File: config.mk
export PLATFORM = sky130hd
export DESIGN_NAME = wb_commit_arbiter_flat
export DESIGN_NICKNAME = d
export VERILOG_FILES = /design/src/rtl/wb_commit_arbiter_if.sv /design/src/rtl/wb_commit_arbiter.sv /design/src/flat_wrapper.sv
export SDC_FILE = /design/constraint.sdc
export NUM_CORES = 1
export LEC_CHECK = 0
export BUFFER_PORTS_ARGS = -buffer_cell sky130_fd_sc_hd__buf_2
export CAP_MARGIN = 40
export CORE_MARGIN = 10
export CORE_UTILIZATION = 40
export CTS_CLUSTER_DIAMETER = 40
export DETAILED_ROUTE_END_ITERATION = 16
export MAX_ROUTING_LAYER = met4
export PLACE_DENSITY = 0.69
export SLEW_MARGIN = 5
export SYNTH_ARGS = -nofsm -noshare
export SYNTH_HDL_FRONTEND = slang
export SYNTH_SLANG_ARGS = --single-unit
File: constraint.sdc
create_clock -name clk -period 8.1 [get_ports clk]
set_clock_uncertainty 0.15 [all_clocks]
set_input_delay 1.215 -clock clk [delete_from_list [all_inputs] [get_ports clk]]
set_output_delay 1.215 -clock clk [all_outputs]
set_load 0.01 [all_outputs]
File: src/rtl/wb_commit_arbiter_if.sv
// Write-back commit bus: two result sources in, one register-file write port
// and hazard/status signals out.
interface wb_commit_arbiter_if;
    logic        exe_valid;
    logic [3:0]  exe_dest;
    logic [31:0] exe_result;
    logic        exe_ready;
    logic        mem_valid;
    logic [3:0]  mem_dest;
    logic [31:0] mem_data;
    logic        mem_ready;
    logic        writeBackEn;
    logic [3:0]  Dest_wb;
    logic [31:0] Result_WB;
    logic [14:0] pending_mask;
    logic        err_pc_write;

    modport master (
        output exe_valid, exe_dest, exe_result,
        output mem_valid, mem_dest, mem_data,
        input  exe_ready, mem_ready,
        input  writeBackEn, Dest_wb, Result_WB, pending_mask, err_pc_write
    );

    modport slave (
        input  exe_valid, exe_dest, exe_result,
        input  mem_valid, mem_dest, mem_data,
        output exe_ready, mem_ready,
        output writeBackEn, Dest_wb, Result_WB, pending_mask, err_pc_write
    );
endinterface

File: src/rtl/wb_commit_arbiter.sv
// Program-order write-back arbiter for the EXE and MEM result paths.
// Optional WB_BYPASS_EN lets an offer skip its empty FIFO when it would win.
module wb_commit_arbiter #(
    parameter int DEPTH = 4,
    parameter int SEQW  = 4
) (
    input logic clk,
    input logic rst,
    wb_commit_arbiter_if.slave bus
);
    localparam int AW = $clog2(DEPTH);

    typedef logic [AW:0]     ptr_t;
    typedef logic [SEQW-1:0] tag_t;

    logic [3:0]  exe_dq [DEPTH];
    logic [31:0] exe_vq [DEPTH];
    tag_t        exe_tq [DEPTH];
    logic [3:0]  mem_dq [DEPTH];
    logic [31:0] mem_vq [DEPTH];
    tag_t        mem_tq [DEPTH];

    ptr_t exe_wr, exe_rd, mem_wr, mem_rd;
    tag_t seq;

    logic        wbe_q;
    logic [3:0]  dest_q;
    logic [31:0] result_q;
    logic        err_q;

    logic exe_empty, exe_full, mem_empty, mem_full;
    logic exe_acc, mem_acc;
    tag_t exe_tag_in, mem_tag_in;

    logic        exe_cv, mem_cv, exe_byp, mem_byp;
    logic [3:0]  exe_cd, mem_cd;
    logic [31:0] exe_cr, mem_cr;
    tag_t        exe_ct, mem_ct, age_diff;
    logic        mem_older, pick_exe, pick_mem;
    logic [3:0]  win_dest;
    logic [31:0] win_data;
    logic        exe_push, exe_pop, mem_push, mem_pop;
    logic [14:0] pend;

    function automatic logic [14:0] dest_bit(input logic [3:0] d);
        dest_bit = '0;
        if (d != 4'hF) dest_bit[d] = 1'b1;
    endfunction

    assign exe_empty = (exe_wr == exe_rd);
    assign exe_full  = (exe_wr[AW] != exe_rd[AW]) && (exe_wr[AW-1:0] == exe_rd[AW-1:0]);
    assign mem_empty = (mem_wr == mem_rd);
    assign mem_full  = (mem_wr[AW] != mem_rd[AW]) && (mem_wr[AW-1:0] == mem_rd[AW-1:0]);

    assign exe_acc = bus.exe_valid && !exe_full;
    assign mem_acc = bus.mem_valid && !mem_full;

    // MEM is the older instruction when both arrive together.
    assign mem_tag_in = seq;
    assign exe_tag_in = mem_acc ? seq + tag_t'(1) : seq;

    always_comb begin
        exe_cv  = !exe_empty;
        exe_cd  = exe_dq[exe_rd[AW-1:0]];
        exe_cr  = exe_vq[exe_rd[AW-1:0]];
        exe_ct  = exe_tq[exe_rd[AW-1:0]];
        exe_byp = 1'b0;
        mem_cv  = !mem_empty;
        mem_cd  = mem_dq[mem_rd[AW-1:0]];
        mem_cr  = mem_vq[mem_rd[AW-1:0]];
        mem_ct  = mem_tq[mem_rd[AW-1:0]];
        mem_byp = 1'b0;
`ifdef WB_BYPASS_EN
        if (exe_empty && exe_acc) begin
            exe_cv  = 1'b1;
            exe_cd  = bus.exe_dest;
            exe_cr  = bus.exe_result;
            exe_ct  = exe_tag_in;
            exe_byp = 1'b1;
        end
        if (mem_empty && mem_acc) begin
            mem_cv  = 1'b1;
            mem_cd  = bus.mem_dest;
            mem_cr  = bus.mem_data;
            mem_ct  = mem_tag_in;
            mem_byp = 1'b1;
        end
`endif
    end

    // exe_tag - mem_tag in 1..2^(SEQW-1)-1 means the MEM head is older.
    assign age_diff  = exe_ct - mem_ct;
    assign mem_older = (age_diff != '0) && !age_diff[SEQW-1];
    assign pick_mem  = mem_cv && (!exe_cv || mem_older);
    assign pick_exe  = exe_cv && !pick_mem;
    assign win_dest  = pick_mem ? mem_cd : exe_cd;
    assign win_data  = pick_mem ? mem_cr : exe_cr;

    assign exe_push = exe_acc && !(pick_exe && exe_byp);
    assign exe_pop  = pick_exe && !exe_byp;
    assign mem_push = mem_acc && !(pick_mem && mem_byp);
    assign mem_pop  = pick_mem && !mem_byp;

    always_ff @(posedge clk) begin
        if (exe_push) begin
            exe_dq[exe_wr[AW-1:0]] <= bus.exe_dest;
            exe_vq[exe_wr[AW-1:0]] <= bus.exe_result;
            exe_tq[exe_wr[AW-1:0]] <= exe_tag_in;
        end
        if (mem_push) begin
            mem_dq[mem_wr[AW-1:0]] <= bus.mem_dest;
            mem_vq[mem_wr[AW-1:0]] <= bus.mem_data;
            mem_tq[mem_wr[AW-1:0]] <= mem_tag_in;
        end
    end

    always_ff @(posedge clk) begin
        if (rst) begin
            exe_wr   <= '0;
            exe_rd   <= '0;
            mem_wr   <= '0;
            mem_rd   <= '0;
            seq      <= '0;
            wbe_q    <= 1'b0;
            dest_q   <= '0;
            result_q <= '0;
            err_q    <= 1'b0;
        end else begin
            if (exe_push) exe_wr <= exe_wr + ptr_t'(1);
            if (exe_pop)  exe_rd <= exe_rd + ptr_t'(1);
            if (mem_push) mem_wr <= mem_wr + ptr_t'(1);
            if (mem_pop)  mem_rd <= mem_rd + ptr_t'(1);
            seq <= seq + tag_t'(exe_acc) + tag_t'(mem_acc);

            // PC-destined results retire silently: the register file has no R15.
            if ((pick_exe || pick_mem) && (win_dest != 4'hF)) begin
                wbe_q    <= 1'b1;
                dest_q   <= win_dest;
                result_q <= win_data;
            end else begin
                wbe_q <= 1'b0;
            end

            if ((exe_acc && bus.exe_dest == 4'hF) || (mem_acc && bus.mem_dest == 4'hF))
                err_q <= 1'b1;
        end
    end

    always_comb begin : pend_calc
        logic [AW-1:0] off;
        ptr_t          exe_occ;
        ptr_t          mem_occ;
        pend    = '0;
        exe_occ = exe_wr - exe_rd;
        mem_occ = mem_wr - mem_rd;
        for (int i = 0; i < DEPTH; i++) begin
            off = AW'(i) - exe_rd[AW-1:0];
            if ({1'b0, off} < exe_occ) pend = pend | dest_bit(exe_dq[i]);
            off = AW'(i) - mem_rd[AW-1:0];
            if ({1'b0, off} < mem_occ) pend = pend | dest_bit(mem_dq[i]);
        end
        if (wbe_q) pend = pend | dest_bit(dest_q);
    end

    assign bus.exe_ready    = !exe_full;
    assign bus.mem_ready    = !mem_full;
    assign bus.writeBackEn  = wbe_q;
    assign bus.Dest_wb      = dest_q;
    assign bus.Result_WB    = result_q;
    assign bus.pending_mask = pend;
    assign bus.err_pc_write = err_q;

endmodule
File: src/flat_wrapper.sv
// flat-port wrapper written by rule: the top's interface ports become plain ports
module wb_commit_arbiter_flat 
#(
    parameter int DEPTH = 4,
    parameter int SEQW  = 4
)
  (clk, rst, bus_exe_valid, bus_exe_dest, bus_exe_result, bus_mem_valid, bus_mem_dest, bus_mem_data, bus_exe_ready, bus_mem_ready, bus_writeBackEn, bus_Dest_wb, bus_Result_WB, bus_pending_mask, bus_err_pc_write);
  wb_commit_arbiter_if bus_i ();
  input logic clk;
  input logic rst;
  input wire logic [$bits(bus_i.exe_valid)-1:0] bus_exe_valid;
  input wire logic [$bits(bus_i.exe_dest)-1:0] bus_exe_dest;
  input wire logic [$bits(bus_i.exe_result)-1:0] bus_exe_result;
  input wire logic [$bits(bus_i.mem_valid)-1:0] bus_mem_valid;
  input wire logic [$bits(bus_i.mem_dest)-1:0] bus_mem_dest;
  input wire logic [$bits(bus_i.mem_data)-1:0] bus_mem_data;
  output wire logic [$bits(bus_i.exe_ready)-1:0] bus_exe_ready;
  output wire logic [$bits(bus_i.mem_ready)-1:0] bus_mem_ready;
  output wire logic [$bits(bus_i.writeBackEn)-1:0] bus_writeBackEn;
  output wire logic [$bits(bus_i.Dest_wb)-1:0] bus_Dest_wb;
  output wire logic [$bits(bus_i.Result_WB)-1:0] bus_Result_WB;
  output wire logic [$bits(bus_i.pending_mask)-1:0] bus_pending_mask;
  output wire logic [$bits(bus_i.err_pc_write)-1:0] bus_err_pc_write;
  assign bus_i.exe_valid = bus_exe_valid;
  assign bus_i.exe_dest = bus_exe_dest;
  assign bus_i.exe_result = bus_exe_result;
  assign bus_i.mem_valid = bus_mem_valid;
  assign bus_i.mem_dest = bus_mem_dest;
  assign bus_i.mem_data = bus_mem_data;
  assign bus_exe_ready = bus_i.exe_ready;
  assign bus_mem_ready = bus_i.mem_ready;
  assign bus_writeBackEn = bus_i.writeBackEn;
  assign bus_Dest_wb = bus_i.Dest_wb;
  assign bus_Result_WB = bus_i.Result_WB;
  assign bus_pending_mask = bus_i.pending_mask;
  assign bus_err_pc_write = bus_i.err_pc_write;
  wb_commit_arbiter #(.DEPTH(DEPTH), .SEQW(SEQW)) u_core (.clk(clk), .rst(rst), .bus(bus_i));
endmodule
# Yosys cells after proc, flatten, opt, wreduce, memory -nomap -nowiden
# Memory sizes are Yosys's and may differ from the RTL's. A register that Yosys moved wholly into a read port is not among the register bits.
# Index checks and enable logic that the tools add are counted.
classes:
  addsub: 18
  magnitude_cmp: 26
  n_eq_ne: 18
  mux: 64
  bitwise: 8
  reduce_logical: 29
ops:
  columns: ["operator", "n"]
  rows:
  - ["2-to-1 mux 15 bit", 26]
  - ["bitwise OR 15 bit", 8]
  - ["less-than comparator 4 x 5 -> 1 bit (second input constant)", 9]
  - ["inequality test 4 bit (second input constant)", 10]
  - ["demux 1 bit (select 4 bit)", 9]
  - [">= comparator 4 x 1 -> 1 bit (second input constant)", 9]
  - ["2-to-1 mux 32 bit", 1]
  - ["less-than comparator 2 x 3 -> 1 bit", 8]
  - ["2-to-1 mux 2 bit", 12]
  - ["logical AND 1 bit", 19]
  - ["2-to-1 mux 1 bit", 14]
  - ["adder 3 x 1 -> 3 bit (second input constant)", 4]
  - ["adder 4 x 1 -> 4 bit", 2]
  - ["== test 4 bit (second input constant)", 2]
  - ["2-to-1 mux 4 bit", 2]
  - ["subtractor 1 x 2 -> 2 bit (first input constant)", 4]
  - ["subtractor 2 bit (first input constant)", 4]
  - ["== test 3 bit", 2]
  - ["zero test 1 bit", 6]
  - ["subtractor 3 bit", 2]
  - ["adder 4 x 1 -> 4 bit (second input constant)", 1]
  - ["== test 2 bit", 2]
  - ["nonzero test 4 bit", 1]
  - ["subtractor 4 bit", 1]
  - ["2 further kinds", 5]
totals:
  register_bits: 54
  ram_bits: 320
  output_inout_bits: 55
  wordCells: 178
  memories: 6
mem_list:
  columns: ["memory", "words", "word_bits", "rd", "rd_ports_with_merged_regs", "write_ports", "line", "text"]
  rows:
  - ["u_core.exe_vq", 4, 32, 1, 1, 1, "wb_commit_arbiter.sv:17", "logic [31:0] exe_vq [DEPTH];"]
  - ["u_core.mem_vq", 4, 32, 1, 1, 1, "wb_commit_arbiter.sv:20", "logic [31:0] mem_vq [DEPTH];"]
  - ["u_core.exe_dq", 4, 4, 5, 1, 1, "wb_commit_arbiter.sv:16", "logic [3:0] exe_dq [DEPTH];"]
  - ["u_core.exe_tq", 4, 4, 1, 1, 1, "wb_commit_arbiter.sv:18", "tag_t exe_tq [DEPTH];"]
  - ["u_core.mem_dq", 4, 4, 5, 1, 1, "wb_commit_arbiter.sv:19", "logic [3:0] mem_dq [DEPTH];"]
  - ["u_core.mem_tq", 4, 4, 1, 1, 1, "wb_commit_arbiter.sv:21", "tag_t mem_tq [DEPTH];"]

# Depth between registers and ports, before layout
# Gate-level depths: netlist of the first run.
# An unclocked memory read counts as a cell.
logic_depth:
  ltp_word: 23
  mapped_depth: 16
  ltp_nobuf: 12

# Worst setup path before layout of the first run
# OpenSTA, ideal clock, no wires.
synth_path:
  kind: "reg-to-reg"
  startpoint: "reg with a tool-made name"
  endpoint: "reg u_core.dest_q[0], in the netlist u_core.bus.Dest_wb[0]"
  arrival_time_ns: 4.086
  required_ns: 7.865
  slack_ns: 3.779
  path_stages_with_launch: 16
  path_buffers: 6
  period_less_slack_ns: 4.321
  cell_sequence: "dfxtp_1 > buf_2 > buf_2 > buf_1 > mux4_2 > ha_1 > fa_1 > nand2_1 > o22ai_1 > a211oi_2 > or3_1 > buf_2 > and2_4 > buf_6 > buf_6 > o31ai_2"
synth_rtl:
  columns: ["element", "line", "text"]
  rows:
  - ["end signal: assignment", "wb_commit_arbiter.sv:138", "dest_q <= win_dest;"]
  - ["end: declaration", "wb_commit_arbiter.sv:27", "logic [3:0] dest_q;"]

# Worst setup path after layout of the first run
layout_path:
  startpoint: "reg u_core.mem_wr[0]"
  endpoint: "out bus_pending_mask[0]"
layout_via:
  elab_chain_len: 17
layout_rtl:
  columns: ["element", "line", "text"]
  rows:
  - ["start: declaration", "wb_commit_arbiter.sv:23", "ptr_t exe_wr, exe_rd, mem_wr, mem_rd;"]
  - ["start signal: assignment", "wb_commit_arbiter.sv:131", "if (mem_push) mem_wr <= mem_wr + ptr_t'(1);"]
  - ["subtractor 3 bit *", "wb_commit_arbiter.sv:155", "mem_occ = mem_wr - mem_rd;"]
  - ["less-than comparator 2 x 3 -> 1 bit", "wb_commit_arbiter.sv:160", "if ({1'b0, off} < mem_occ) pend = pend | dest_bit(mem_dq[i]);"]
  - ["2-to-1 mux 15 bit", "wb_commit_arbiter.sv:160", null]
  - ["bitwise OR 15 bit", "wb_commit_arbiter.sv:158", "if ({1'b0, off} < exe_occ) pend = pend | dest_bit(exe_dq[i]);"]
  - ["2-to-1 mux 15 bit", "wb_commit_arbiter.sv:158", null]
  - ["bitwise OR 15 bit", "wb_commit_arbiter.sv:160", null]
  - ["2-to-1 mux 15 bit", "wb_commit_arbiter.sv:160", null]
  - ["bitwise OR 15 bit", "wb_commit_arbiter.sv:158", null]
  - ["2-to-1 mux 15 bit", "wb_commit_arbiter.sv:158", null]
  - ["bitwise OR 15 bit", "wb_commit_arbiter.sv:160", null]
  - ["2-to-1 mux 15 bit", "wb_commit_arbiter.sv:160", null]
  - ["bitwise OR 15 bit", "wb_commit_arbiter.sv:158", null]
  - ["2-to-1 mux 15 bit", "wb_commit_arbiter.sv:158", null]
  - ["bitwise OR 15 bit", "wb_commit_arbiter.sv:160", null]
  - ["2-to-1 mux 15 bit *", "wb_commit_arbiter.sv:160", null]
  - ["bitwise OR 15 bit", "wb_commit_arbiter.sv:162", "if (wbe_q) pend = pend | dest_bit(dest_q);"]
  - ["2-to-1 mux 15 bit *", "wb_commit_arbiter.sv:162", null]
  - ["end: declaration", "flat_wrapper.sv:22", "output wire logic [$bits(bus_i.pending_mask)-1:0] bus_pending_mask;"]
# Mark *: on every way between the ends. The rest lies on a longest branch, timed or not.

==> flow_summary.json, run 1 <==
{
  "post_cts_buffers": 0,
  "outcome": "finished, final reports clean",
  "grt_max_degree": 58,
  "grt_pass1_wl_mm": 63.0,
  "cts-root-buf": "clkbuf_16",
  "drt-vias-per-instance": 5.56,
  "end_kind": "output port",
  "syn_avg_cell_area_um2": 16.5,
  "grt_overflow_total": 0,
  "cts_buffers": 53,
  "hpwl_mm": 27.1,
  "finalHoldViolCount": 0,
  "antenna_found_initial": 9,
  "rows": 73,
  "dieWidth_um": 222,
  "total_leakage_power_nw": 6.80,
  "io_pins": 131,
  "worstHoldPathType": "flip-flop to flip-flop",
  "cp_data_required_time_ns": 6.73,
  "die-area_um2": 49200,
  "syn_to_final_growth_pct": 19.1,
  "ys_seq_area_share_pct": 66.1,
  "layout-drive-gt1-share_pct": 31.6,
  "worst_slew_pin_slew_ns": 0.902,
  "synth.ff_latch_count": 378,
  "synthCells": 987,
  "finalWorstSetupSlack_ns": 2.74,
  "nFillCells": 3400,
  "synth_top_area_share_pct": 59.0,
  "drc_errors": 0,
  "setup_violations": 0,
  "wl_per_cell_um": 24.3,
  "coreArea_um2": 40000,
  "wl_mm": 41.7,
  "tritoncts": "built",
  "slowest_stage": "nor3b_1",
  "fin_crit_ns": 5.36,
  "cts.reportedPaths.clkPinSlew_ns": 0.06,
  "syn_area_um2": 16300,
  "slew_viol_final": 0,
  "multi_input_area_um2": 5180,
  "ant_nets": 0,
  "drv_cap": 0,
  "syn_nets": 1097,
  "rsz0062_at_grt": "false",
  "cts_resized": 0,
  "clkLatencyLatePin_ns": 0.59,
  "path_class": "flip-flop to output port",
  "grt_pass1_vias": 10000,
  "synth_area_leaders": "edfxtp_1, mux4_2, dfxtp_1",
  "async_flop_share_pct": 0,
  "max_freq_mhz": 186,
  "finalCritPeriodShare_pct": 66.2,
  "htree_levels": 2,
  "setup_tns_ns": 0,
  "cp-start-kind": "flip-flop",
  "grt_use_total_pct": 17.1,
  "synth_edf_count": 320,
  "finalNetCount": 1249,
  "cp_cell_sequence": "inv_1 -> ha_1 -> inv_1 -> fa_1 -> inv_1 -> ha_1 -> nor2b_1 -> o21ai_0 -> nor3b_1 -> a22oi_1 -> o311a_1 -> nand2_1 -> buf_2",
  "area.sequential_um2": 10800,
  "yosys.area.top_type": "edfxtp_1",
  "cts-hold-fix-buffers": 0,
  "synth_commonest_cells": "edfxtp_1, mux4_2, dfxtp_1",
  "start_util_pct": 40.7,
  "timing.critical_path.mode_cell": "inv_1",
  "gp_congestion": 0.941,
  "synth_ff_type": "edfxtp_1",
  "max-vdd-ir-drop_mv": 0.602,
  "cp.arrival_ns": 4.00,
  "ys.warnings.count": 0,
  "port-buffer-count": 130,
  "dp_slack_ns": 2.85,
  "cts.path.max_buffers": 3,
  "vias": 9542,
  "p_per_area_nw_per_um2": 401,
  "firstDrtPassIters": 5,
  "synth_cell_types": 60,
  "synth.most_common_cell": "edfxtp_1",
  "clock_sinks": 378,
  "drt_iter0_drc": 798,
  "dieHeight_um": 222,
  "relSlewSlack_pct": 39.8,
  "slowest_delay_ns": 0.66,
  "critPathMaxFanout": 5
}
[registers in the layout, summed over array words and instances, names as in the netlist, named ones only]
register,count
u_core.bus.Dest_wb,4
u_core.bus.Result_WB,32
u_core.bus.err_pc_write,1
u_core.bus.writeBackEn,1
u_core.exe_dq,16
u_core.exe_rd,3
u_core.exe_tq,16
u_core.exe_vq,128
u_core.exe_wr,3
u_core.mem_dq,16
u_core.mem_rd,3
u_core.mem_tag_in,4
u_core.mem_tq,16
u_core.mem_vq,128
u_core.mem_wr,3
[cell usage in the layout (no fill, tap or decap), drive strengths merged, types with 20 or more instances in the layout]
cell	synthesis	layout
nor3	20	20
buf	18	149
nand4	41	41
edfxtp	320	320
mux2i	37	37
nor2	52	52
o31ai	38	38
clkbuf	34	58
inv	28	44
nand2	29	29
mux4	80	80
dfxtp	58	58
ha	30	30
[final cells by class]
type,instances,area share [%]
Clock buffer,58,7.09
Tap cell,525,3.39
Clock inverter,41,2.37
Antenna cell,8,0.103
Multi-Input combinational cell,528,26.7
Inverter,29,0.561
Sequential cell,378,55.6
Timing Repair Buffer,149,4.19
[cell families (layout without fill, tap and decap cells)]
| group | Yosys count | in the layout | synth area share (%) |
|---|---|---|---|
| flip-flops | 378 | 378 | 66.1 |
| XOR/XNOR | 17 | 17 | 1.10 |
| buffers and inverters | 81 | 277 | 2.20 |
| other | 0 | 8 | 0 |
| adder cells (fa/ha/maj) | 34 | 34 | 2.80 |
| AO/OA/AOI/OAI | 116 | 116 | 6.24 |
| AND/OR/NAND/NOR | 244 | 244 | 8.21 |
| multiplexers | 117 | 117 | 13.3 |
[report_power, final]
part / switching, mW / total, mW / internal (mW) / leakage [nW]
Sequential: 0.183 / 2.51 / 2.33 / 3.42
Combinational: 1.75 / 2.92 / 1.17 / 2.50
Clock: 0.914 / 2.34 / 1.42 / 0.869
Total: 2.84 / 7.77 / 4.92 / 6.80
[routing by layer]
layer	up-vias	wire length, µm	global-route usage, %
li1	4301	-	-
met1	4906	18300	21.8
met2	270	20300	27.1
met3	65	2430	3.70
met4	0	771	4.70
met5	-	0	-
[critical path: cells and delay by family (launching register included)]
kind	cells	cell delay, ns
simple gates	3	0.88
fa+ha+maj	3	0.87
compound gates	3	0.76
buf+inv	4	0.47
flops	1	0.42
[through the flow]
step	instance area [µm²]	std cells	utilization, %	power, mW	hold WS, ns
floorplan	16300	987	-	4.66	0.345
CTS	19400	1708	48.4	7.86	0.337
detailed placement	17500	1609	43.8	5.50	0.326
global placement	17500	1608	43.8	5.43	0.310
global route	19400	1716	48.5	8.17	0.351
finish	19400	1716	48.5	7.77	0.335
[final timing paths]
kind,depth (start not counted),slack [ns],from,to
worst max-delay path,13,2.74,u_core.mem_wr[0]$_SDFFE_PP0P_,bus_pending_mask[0]
worst min-delay path,2,0.33,u_core.bus.Result_WB[31]$_SDFFE_PP0P_,u_core.bus.Result_WB[31]$_SDFFE_PP0P_
worst max register to register,12,2.99,flip-flop,u_core.bus.Result_WB[8]$_SDFFE_PP0P_
worst min register to register,2,0.33,u_core.bus.Result_WB[31]$_SDFFE_PP0P_,u_core.bus.Result_WB[31]$_SDFFE_PP0P_
Power figures use the tool's default switching activity.
==> run 2, diff against run 1 <==
PLACE_DENSITY = 0.71   (was 0.69)
clock period = 4.8 ns   (was 8.1 ns; I/O delays follow)
==> flow_summary.json, run 2 (synthesis results as in run 1) <==
{
  "outcome": "finished, final reports clean",
  "cp-start-kind": "flip-flop",
  "fin_crit_ns": 4.58,
  "worst_slew_pin_slew_ns": 0.724,
  "end_kind": "output port",
  "syn_to_final_growth_pct": 19.8,
  "setup_tns_ns": 0,
  "io_pins": 131,
  "max-vdd-ir-drop_mv": 0.615,
  "dieWidth_um": 222,
  "seqPwrFrac_pct": 32.2,
  "port-buffer-count": 130,
  "start_util_pct": 40.7,
  "grt_pass1_vias": 10000,
  "clock_sinks": 378,
  "grt_use_total_pct": 17.6,
  "clockPowerShare_pct": 28.9,
  "post_cts_buffers": 0,
  "drt-vias-per-instance": 5.62,
  "path_class": "flip-flop to output port",
  "pwr-share-comb_pct": 38.9,
  "cp.arrival_ns": 3.71,
  "total_leakage_power_nw": 6.87,
  "drc_errors": 0,
  "layout_common_cells": "edfxtp_1, buf_2, mux4_2",
  "finalCritPeriodShare_pct": 95.5,
  "worstHoldPathType": "input pin to flip-flop",
  "max_freq_mhz": 218,
  "p_sw_share_pct": 37.2,
  "layout-drive-gt1-share_pct": 32.6,
  "gp_congestion": 0.882,
  "rows": 73,
  "hpwl_mm": 29.6,
  "finalNetCount": 1261,
  "cts-hold-fix-buffers": 0,
  "dieHeight_um": 222,
  "vias": 9710,
  "firstDrtPassIters": 5,
  "coreArea_um2": 40000,
  "final_common_cell": "edfxtp_1",
  "grt_max_degree": 38,
  "cts.reportedPaths.clkPinSlew_ns": 0.06,
  "finalWorstSetupSlack_ns": 0.218,
  "setup_violations": 0,
  "antenna_found_initial": 8,
  "wl_per_cell_um": 24.9,
  "intPower_mw": 8.21,
  "die-area_um2": 49200,
  "dp_slack_ns": 0.583,
  "grt_pass1_wl_mm": 64.8,
  "rrSetupSlack_ns": 0.78,
  "relSlewSlack_pct": 51.8,
  "critPathMaxFanout": 5,
  "clkLatencyLatePin_ns": 0.60,
  "cts_buffers": 52,
  "finalHoldViolCount": 0,
  "cp_data_required_time_ns": 3.93,
  "cts-root-buf": "clkbuf_16",
  "wl_mm": 43.0,
  "slew_viol_final": 0,
  "power.switching_mw": 4.87,
  "cts.path.max_buffers": 3,
  "nFillCells": 3397,
  "drt_iter0_drc": 822,
  "grt_overflow_total": 0,
  "htree_levels": 2,
  "p_per_area_nw_per_um2": 671,
  "rsz0062_at_grt": "false",
  "drv_cap": 0,
  "tritoncts": "built",
  "ant_nets": 0
}
## run 2: changes by cell type in the layout (fill, tap and decap cells not counted), moves of 2 or more
cell,delta
clkinvlp_4,-4
nor3b_1,-3
clkinv_4,-2
buf_12,+8
buf_4,+5
nor3b_2,+3
clkbuf_1,+3
bufinv_16,-2
clkinv_2,+7
## run 2: final timing paths
kind,from,to,cells past startpoint
max,u_core.mem_wr[0]$_SDFFE_PP0P_,bus_pending_mask[0],14
max reg2reg,flip-flop,u_core.bus.Result_WB[20]$_SDFFE_PP0P_,9
min,bus_mem_data[6],u_core.mem_vq[1][6]$_DFFE_PP_,1
min reg2reg,u_core.bus.err_pc_write$_SDFFE_PP0P_,u_core.bus.err_pc_write$_SDFFE_PP0P_,2
## run 2: final cells by class
class / count / area, µm² / area share, %
clock inverter: 38 / 390 / 2.00
inverter: 29 / 109 / 0.558
tap: 525 / 657 / 3.37
timing repair buffer: 162 / 988 / 5.07
clock buffer: 60 / 1360 / 6.98
multi-input combinational: 528 / 5210 / 26.7
sequential: 378 / 10800 / 55.2
antenna: 7 / 17.5 / 0.0898
## run 2: metal layers
metal	part of all wire [%]	track usage (%)
met5	0	-
met3	6.2	3.97
met1	42	22.3
met2	50	28.1
met4	1.7	4.88
## run 2: metrics by stage
step           power, mW  std cells  utilization [%]  cell area, µm²  hold WS, ns
6_report            13.1       1727             48.8           19500        0.177
5_1_grt             13.8       1727             48.8           19500        0.161
4_1_cts             13.2       1720             48.7           19500        0.145
3_5_place_dp        9.38       1622             44.3           17700        0.319
3_3_place_gp        9.26       1613             43.9           17500        0.306
2_1_floorplan       7.87        987                -           16300        0.345
## run 2: worst max-delay path, cell delays in order, from the launching register on
cell      delay [ns]
dfxtp_2         0.35
inv_1           0.11
ha_1            0.20
inv_1           0.06
fa_1            0.47
inv_1           0.09
ha_1            0.28
nor2b_1         0.13
o21ai_0         0.19
buf_2           0.23
or3b_2          0.53
nor3_1          0.17
a221oi_1        0.07
nand2_1         0.13
buf_2           0.14
## run 2: repair_timing
item	4_1_cts	5_1_grt
endpoints found under the setup margin	4	10
resized for setup	2	6
gates cloned	0	0
## run 2: power groups by stage
stage / registers, mW / clock network, mW / logic, mW
3_3_place_gp: 4.27 / 0 / 4.99
5_1_grt: 4.25 / 4.00 / 5.51
2_1_floorplan: 4.16 / 0 / 3.71
3_5_place_dp: 4.28 / 0 / 5.10
6_report: 4.21 / 3.78 / 5.09
4_1_cts: 4.22 / 3.85 / 5.13
==> run 3, diff against run 2 <==
CORE_UTILIZATION = 50   (was 40)
PLACE_DENSITY = 0.83   (was 0.71)
==> flow_summary.json, run 3 (synthesis results as in run 1) <==
{
  "setup_violations": 0,
  "grt_pass1_vias": 10100,
  "coreArea_um2": 32400,
  "hpwl_mm": 27.8,
  "layout_common_cells": "edfxtp_1, buf_2, mux4_2",
  "dp_slack_ns": 0.571,
  "dieWidth_um": 200,
  "grt_max_degree": 57,
  "rrSetupSlack_ns": 0.76,
  "outcome": "finished, final reports clean",
  "syn_to_final_growth_pct": 17.2,
  "area.sequential_um2": 10800,
  "vias": 9711,
  "postLayoutCoreUtil_pct": 59.0,
  "nFillCells": 2432,
  "setup_tns_ns": 0,
  "clockPowerShare_pct": 27.6,
  "drt_iter0_drc": 867,
  "rsz0062_at_grt": "false",
  "seqPwrFrac_pct": 33.2,
  "rows": 66,
  "slew_viol_final": 0,
  "start_util_pct": 50.3,
  "pwr-share-comb_pct": 39.3,
  "finalCritPeriodShare_pct": 95.2,
  "drt-vias-per-instance": 6.01,
  "cp_data_required_time_ns": 3.93,
  "cts_buffers": 44,
  "wl_mm": 41.6,
  "r2r_cells": 10,
  "end_kind": "output port",
  "die-area_um2": 40200,
  "p_sw_share_pct": 36.8,
  "finalWorstSetupSlack_ns": 0.232,
  "grt_use_total_pct": 21.0,
  "firstDrtPassIters": 5,
  "critPathMaxFanout": 5,
  "cts.reportedPaths.clkPinSlew_ns": 0.06,
  "total_power_mw": 12.8,
  "multi_input_area_um2": 5200,
  "post_cts_buffers": 0,
  "min_from": "bus_mem_data[3]",
  "path_class": "flip-flop to output port",
  "layout-drive-gt1-share_pct": 30.7,
  "gp_congestion": 0.936,
  "relSlewSlack_pct": 41.3,
  "cp.arrival_ns": 3.70,
  "fin_crit_ns": 4.57,
  "cts-hold-fix-buffers": 0,
  "io_pins": 131,
  "power.switching_mw": 4.70,
  "holdPathEnd": "u_core.mem_vq[0][3]$_DFFE_PP_",
  "total_leakage_power_nw": 6.72,
  "finalHoldViolCount": 0,
  "final_common_cell": "edfxtp_1",
  "clkLatencyLatePin_ns": 0.55,
  "port-buffer-count": 130,
  "r2r_end": "u_core.bus.Result_WB[6]$_SDFFE_PP0P_",
  "max-vdd-ir-drop_mv": 0.589,
  "cts.path.max_buffers": 3,
  "dieHeight_um": 200,
  "tritoncts": "built",
  "finalNetCount": 1243,
  "hold_depth": 1,
  "worstHoldPathType": "input pin to flip-flop",
  "antenna_found_initial": 6,
  "htree_levels": 2,
  "max_freq_mhz": 219,
  "cp-start-kind": "flip-flop",
  "grt_pass1_wl_mm": 63.4,
  "cts-root-buf": "clkbuf_16",
  "drv_cap": 0,
  "worst_slew_pin_slew_ns": 0.880,
  "wl_per_cell_um": 25.7,
  "grt_overflow_total": 0,
  "drc_errors": 0,
  "clock_sinks": 378,
  "p_per_area_nw_per_um2": 669,
  "intPower_mw": 8.06,
  "ant_nets": 0
}
-- run 3: repair_timing --
action	CTS	global route
endpoints found under the setup margin	2	5
resized for setup	1	5
hold endpoints to repair	0	0
-- run 3: worst max path at each step --
stage	startpoint	to	slack (ns)
2_1_floorplan	flip-flop	u_core.bus.Dest_wb[0]$_SDFFE_PP0P_	0.48
3_3_place_gp	u_core.mem_wr[0]$_SDFFE_PP0P_	bus_pending_mask[2]	0.59
5_1_grt	u_core.mem_wr[0]$_SDFFE_PP0P_	bus_pending_mask[13]	0.02
3_5_place_dp	u_core.mem_wr[0]$_SDFFE_PP0P_	bus_pending_mask[2]	0.57
6_report	u_core.exe_wr[0]$_SDFFE_PP0P_	bus_pending_mask[9]	0.23
4_1_cts	u_core.mem_wr[0]$_SDFFE_PP0P_	bus_pending_mask[4]	0.08
-- run 3: worst max-delay path: stages, from the launching register on --
cell	delay [ns]
dfxtp_1	0.41
inv_1	0.11
ha_1	0.22
inv_1	0.08
fa_1	0.41
inv_1	0.13
ha_1	0.25
nor2b_1	0.13
o21a_1	0.21
nor3b_1	0.51
a221oi_1	0.22
and3_1	0.27
nand3_1	0.07
buf_2	0.13
-- run 3: cell type report --
class,count,share of cell area [%]
clock buffer,52,6.08
antenna,6,0.0787
sequential,378,56.4
timing repair buffer,152,4.55
multi-input combinational,528,27.2
inverter,29,0.570
tap,442,2.90
clock inverter,29,2.14
-- run 3: per-stage QoR --
stage,std cells,cell area [µm²],hold WS (ns)
2_1_floorplan,987,16300,0.345
3_3_place_gp,1526,17400,0.322
3_5_place_dp,1529,17500,0.332
4_1_cts,1610,19100,0.198
5_1_grt,1616,19100,0.207
6_report,1616,19100,0.220
-- run 3: power by group through the flow --
| stage | Clock [mW] | Sequential, mW | Combinational, mW |
|---|---|---|---|
| after detailed placement | 0 | 4.30 | 5.00 |
| after floorplan | 0 | 4.16 | 3.71 |
| after global routing | 3.70 | 4.27 | 5.37 |
| final | 3.52 | 4.23 | 5.01 |
| after CTS | 3.56 | 4.24 | 5.04 |
| after global placement | 0 | 4.28 | 4.85 |
-- run 3: per-layer routing --
layer  up-vias  global-route usage [%]  wire length (µm)
met4         0                    6.17               922
met3        60                    4.18              2560
met2       362                    35.2             21700
li1       4296                       -                 -
met1      4993                    25.4             16400
met5         -                       -                 0
